[src/rtl/tm1638_frame_packer.sv]
// Turns a segment/LED snapshot into a 19-byte TM1638 frame (0x40 | 0xC0 + 16 data | ctrl); first byte one cycle after i_Valid.
// o_Data/o_Last hold while i_Ready is low; updates arriving mid-frame wait in a one-deep pending buffer (newest wins).
module tm1638_frame_packer #(
    parameter int BRIGHTNESS = 7,
    parameter int DISPLAY_ON = 1
) (
    input  logic        i_Clk,
    input  logic        i_Rst,
    input  logic [63:0] i_Segments,
    input  logic [7:0]  i_Leds,
    input  logic        i_Valid,
    output logic [7:0]  o_Data,
    output logic        o_Valid,
    output logic        o_Last,
    input  logic        i_Ready,
    output logic        o_Busy
);

    typedef enum logic [2:0] {IDLE, MODE, ADDR, DATA, CTRL} state_t;

    localparam logic [2:0] BRIGHT_BITS = 3'(BRIGHTNESS);
    localparam logic [7:0] CTRL_BYTE   = {4'b1000, (DISPLAY_ON != 0), BRIGHT_BITS};

    state_t      r_state;
    state_t      w_next;
    logic [3:0]  r_index;
    logic [63:0] r_snap_seg;
    logic [7:0]  r_snap_led;
    logic [63:0] r_pend_seg;
    logic [7:0]  r_pend_led;
    logic        r_pending;
    logic        w_handshake;
    logic [2:0]  w_grid;

    assign w_grid      = r_index[3:1];
    assign w_handshake = o_Valid && i_Ready;
    assign o_Busy      = (r_state != IDLE);

    always_ff @(posedge i_Clk) begin
        if (i_Rst) begin
            r_state <= IDLE;
        end else begin
            r_state <= w_next;
        end
    end

    always_comb begin
        w_next  = r_state;
        o_Data  = 8'h00;
        o_Valid = 1'b0;
        o_Last  = 1'b0;
        case (r_state)
            IDLE: begin
                if (i_Valid || r_pending) w_next = MODE;
            end
            MODE: begin
                o_Valid = 1'b1;
                o_Data  = 8'h40;
                o_Last  = 1'b1;
                if (i_Ready) w_next = ADDR;
            end
            ADDR: begin
                o_Valid = 1'b1;
                o_Data  = 8'hC0;
                if (i_Ready) w_next = DATA;
            end
            DATA: begin
                // Even index carries the grid's segment byte, odd index its LED bit.
                o_Valid = 1'b1;
                o_Data  = r_index[0] ? {7'b0, r_snap_led[w_grid]}
                                     : r_snap_seg[{w_grid, 3'b000} +: 8];
                o_Last  = (r_index == 4'd15);
                if (i_Ready && (r_index == 4'd15)) w_next = CTRL;
            end
            CTRL: begin
                o_Valid = 1'b1;
                o_Data  = CTRL_BYTE;
                o_Last  = 1'b1;
                if (i_Ready) w_next = IDLE;
            end
            default: w_next = IDLE;
        endcase
    end

    always_ff @(posedge i_Clk) begin
        if (i_Rst) begin
            r_index    <= 4'd0;
            r_snap_seg <= 64'd0;
            r_snap_led <= 8'd0;
            r_pend_seg <= 64'd0;
            r_pend_led <= 8'd0;
            r_pending  <= 1'b0;
        end else begin
            if (r_state == ADDR && w_handshake) begin
                r_index <= 4'd0;
            end else if (r_state == DATA && w_handshake) begin
                r_index <= r_index + 4'd1;
            end

            if (r_state == IDLE) begin
                if (i_Valid) begin
                    r_snap_seg <= i_Segments;
                    r_snap_led <= i_Leds;
                end
                r_pending <= 1'b0;
            end else if (r_state == CTRL && w_handshake) begin
                // Frame is done with the snapshot: load the queued update and keep
                // pending set so IDLE launches the follow-up frame.
                if (i_Valid) begin
                    r_snap_seg <= i_Segments;
                    r_snap_led <= i_Leds;
                    r_pending  <= 1'b1;
                end else if (r_pending) begin
                    r_snap_seg <= r_pend_seg;
                    r_snap_led <= r_pend_led;
                end
            end else if (i_Valid) begin
                r_pend_seg <= i_Segments;
                r_pend_led <= i_Leds;
                r_pending  <= 1'b1;
            end
        end
    end

endmodule

[config.mk]
export PLATFORM = sky130hd
export DESIGN_NAME = tm1638_frame_packer
export DESIGN_NICKNAME = d
export VERILOG_FILES = /design/src/rtl/tm1638_frame_packer.sv
export SDC_FILE = /design/constraint.sdc
export NUM_CORES = 1
export LEC_CHECK = 0
export BUFFER_PORTS_ARGS = -buffer_cell sky130_fd_sc_hd__buf_2
export CAP_MARGIN = 15
export CORE_MARGIN = 3
export CORE_UTILIZATION = 55
export CTS_CLUSTER_DIAMETER = 120
export DETAILED_ROUTE_END_ITERATION = 10
export GPL_TIMING_DRIVEN = 0
export PLACE_DENSITY = 0.8
export SKIP_LAST_GASP = 1
export SYNTH_ARGS = -nofsm -noshare
export SYNTH_HDL_FRONTEND = slang
export SYNTH_SLANG_ARGS = --single-unit
[constraint.sdc]
create_clock -name i_Clk -period 2.6 [get_ports i_Clk]
set_input_delay 0.13 -clock i_Clk [delete_from_list [all_inputs] [get_ports i_Clk]]
set_output_delay 0.13 -clock i_Clk [all_outputs]
set_load 0.03 [all_outputs]
==> impl_metrics.env <==
export IMPL_cts_sinks=152
export IMPL_cp_endpoint="o_Data[7]"
export IMPL_grt_ovfl_total=0
export IMPL_dp_hpwl_um=12460
export IMPL_gp_congestion=0.9274
export IMPL_drtPass1Iterations=5
export IMPL_synth_flop_cell="dfxtp_1"
export IMPL_grt_pass1_vias=6025
export IMPL_critical_path_class="reg -> out"
export IMPL_nets=997
export IMPL_die_area_um2=14150
export IMPL_worstSetupStartpoint="r_index[1]$_SDFFE_PP0P_"
export IMPL_placed_area_um2=7650
export IMPL_final_layout_size_suffix_gt1_frac=0.2443
export IMPL_start_util=0.5724
export IMPL_reg2reg_from="r_state[1]$_SDFFE_PP0P_"
export IMPL_nFillCells=885
export IMPL_required_ns=2.47
export IMPL_switching_share=0.2805
export IMPL_n_antenna_cell=0
export IMPL_post_route_drc_count=0
export IMPL_num_rows=40
export IMPL_drt_total_wl_um=19250
export IMPL_final_area_um2=8881
export IMPL_max_clock_path_buffers=2
export IMPL_numPortBuffers=84
export IMPL_hp_class="in -> reg"
export IMPL_arrival_ns=2.39
export IMPL_cp_max_fo=10
export IMPL_outcome="finished, final reports clean"
export IMPL_synth_edf_count=0
export IMPL_place_inst=997
export IMPL_power_leakage_uw=0.003270
export IMPL_root_buffer="clkbuf_16"
export IMPL_end_kind="primary output"
export IMPL_rrSetupSlack_ns=0.33
export IMPL_place_ws_ns=0.4963
export IMPL_multi_input_area_um2=3573
export IMPL_num_vias=6195
export IMPL_cts_tree="done"
export IMPL_routed_via_density=5.647
export IMPL_timing_final_ws_setup_ns=0.08412
export IMPL_dieWidth_um=119.0
export IMPL_ant_nets=0
export IMPL_max_vdd_ir_drop_uv=622.2
export IMPL_yosys_warnings=0
export IMPL_clk_pin_slew_worst_paths_ns=0.06
export IMPL_die_height_um=119.0
export IMPL_worstMarginPinSlew_ns=1.163
export IMPL_ys_ff_latch=152
export IMPL_ys_seq_area_frac=0.4335
export IMPL_relSlewSlack=0.2198
export IMPL_synth_fp_nets=822
export IMPL_syn_inst=745
export IMPL_setup_viol=0
export IMPL_worstHoldStart="i_Valid"
export IMPL_grt_max_degree=17
export IMPL_area_growth_pct=26.52
export IMPL_seqPwrFrac=0.445
export IMPL_cts_buffers=17
export IMPL_cp_start_kind="flip-flop"
export IMPL_grt_usage=0.2740
export IMPL_r2r_cells=5
export IMPL_finish_utilization=0.7243
export IMPL_syn_area_per_cell_um2=9.422
export IMPL_fin_crit_ns=2.516
export IMPL_comb_power_share=0.190
export IMPL_crit_reg2reg_capture="r_pend_seg[10]$_SDFFE_PP0P_"
export IMPL_final_hold_viol_count=0
export IMPL_power_total_uw=5972
export IMPL_power_switching_uw=1675
export IMPL_h_tree_depth=4
export IMPL_power_density_nw_per_um2=672.4
export IMPL_p_int_uw=4297
export IMPL_drt_iter0_markers=538
export IMPL_clkPwrFrac=0.364
export IMPL_cap_violations=0
export IMPL_worstSkewPairLatency_ns=0.42
export IMPL_synthArstFlopShare=0
export IMPL_routedWlPerCell_um=17.54
export IMPL_ios=87
export IMPL_grt_pass1_wl_um=30650
export IMPL_seqCellArea_um2=3043
export IMPL_fmax_mhz=397.5
export IMPL_finalClockSkew_ns=0.004510
export IMPL_core_um2=12260
export IMPL_synth_cell_area_um2=7019
export IMPL_finalCritPeriodShare=0.9676
export IMPL_slew_violations=0
export IMPL_ys_types=36
export IMPL_antenna_found_initial=0
export IMPL_fin_cells=1097
## cell families after synthesis
logic type	after synthesis	synth area share
compound gates	166	0.1888
xor+xnor	3	0.003744
fa+ha+maj	1	0.001782
buf+inv	71	0.05740
flops	152	0.4335
mux	101	0.1726
simple gates	251	0.1422
## worst min-delay path by stage
| stage | endpoint | slack (ns) | cells past startpoint |
|---|---|---|---|
| 6_report | r_pending$_SDFFE_PP0P_ | 0.05 | 3 |
| 3_3_place_gp | r_pend_seg[29]$_SDFFE_PP0P_ | 0.38 | 3 |
| 2_1_floorplan | r_pend_led[0]$_SDFFE_PP0P_ | 0.27 | 2 |
| 5_1_grt | r_pending$_SDFFE_PP0P_ | 0.08 | 3 |
| 3_5_place_dp | r_pend_led[6]$_SDFFE_PP0P_ | 0.39 | 3 |
| 4_1_cts | r_pending$_SDFFE_PP0P_ | 0.05 | 3 |
## layer usage
layer  up-vias  GRT usage  wire length (um)
li1       2950          -                 -
met1      2922     0.3546              8029
met2       266     0.4423              9136
met3        57    0.05128              1346
met4         0     0.1311               732
met5         -          0                 0
## sequential cells by signal (all words and copies together) (netlist names)
signal,cells
r_snap_seg,64
r_snap_led,8
r_state,3
r_pend_seg,64
r_pend_led,8
r_pending,1
r_index,4
## per-stage QoR
| step | setup TNS [ns] | hold WS, ns |
|---|---|---|
| 2_1_floorplan | 0 | 0.2660 |
| 3_3_place_gp | 0 | 0.3827 |
| 3_5_place_dp | 0 | 0.3872 |
| 4_1_cts | 0 | 0.04629 |
| 5_1_grt | -0.009565 | 0.08276 |
| 6_report | 0 | 0.05390 |
## Yosys cell counts, types with 2 or more instances
library cell  instances  area share
xnor2_1               3      0.0037
mux4_2               16       0.051
buf_6                13       0.021
mux2i_1              85        0.12
a2111oi_0             2      0.0025
clkbuf_1             20       0.011
nor3_1                2      0.0014
a21oi_1              76       0.054
buf_1                 5      0.0027
nand3_1               3      0.0021
nand3b_1              4      0.0043
o21ai_0               6      0.0043
nor2_1               86       0.046
o22ai_1               2      0.0018
dfxtp_1             152        0.43
nand2_1             150       0.080
a211oi_1             17       0.018
a211oi_2             55       0.098
buf_2                28       0.020
inv_1                 4      0.0021
## critical path, cell delays in order, from the launching register on
cell and delay (ns):
dfxtp_1 0.49, clkbuf_4 0.34, mux4_2 0.54, mux2i_1 0.24, o22ai_1 0.14, buf_2 0.22
## repair_timing
action | CTS | global route
gates resized for setup | 0 | 5
endpoints found under the setup margin | 0 | 8
hold buffers | 72 | 0
hold endpoints to repair | 72 | 0
setup buffers | 0 | 0
## cell usage in the layout (no fill, tap or decap), types with 2 or more instances in the layout
| cell | Yosys | routed |
|---|---|---|
| nor2_1 | 86 | 86 |
| dfxtp_1 | 152 | 152 |
| clkbuf_1 | 20 | 23 |
| inv_1 | 4 | 4 |
| xnor2_1 | 3 | 3 |
| nand3_1 | 3 | 3 |
| a211oi_2 | 55 | 55 |
| o22ai_1 | 2 | 2 |
| clkbuf_16 | 0 | 17 |
| clkinv_2 | 0 | 3 |
| nand2_1 | 150 | 150 |
| buf_6 | 13 | 13 |
| dlygate4sd3_1 | 0 | 72 |
| clkbuf_8 | 0 | 3 |
| buf_2 | 28 | 111 |
| buf_1 | 5 | 3 |
| clkbuf_2 | 0 | 3 |
| mux2i_1 | 85 | 85 |
| mux4_2 | 16 | 16 |
| nand3b_1 | 4 | 4 |
| nor3_1 | 2 | 2 |
| a2111oi_0 | 2 | 2 |
| a21oi_1 | 76 | 76 |
| o21ai_0 | 6 | 6 |
| a211oi_1 | 17 | 17 |
## cell type report
cell class                      instances  share of cell area
Sequential cell                       152              0.3426
Tap cell                              168             0.02367
Multi-Input combinational cell        522              0.4024
Clock inverter                          4            0.002536
Buffer                                 67             0.04438
Timing Repair Buffer                  156              0.1285
Clock buffer                           24             0.05424
Inverter                                4            0.001691
## power by group through the flow
stage / sequential [uW] / clock [uW] / combinational [uW]
global route: 2670 / 2300 / 1230
detailed placement: 2690 / 0 / 1030
CTS: 2650 / 2180 / 1130
global placement: 2690 / 0 / 1010
finish: 2660 / 2180 / 1140
floorplan: 2650 / 0 / 775
(Power assumes the default switching activity.)
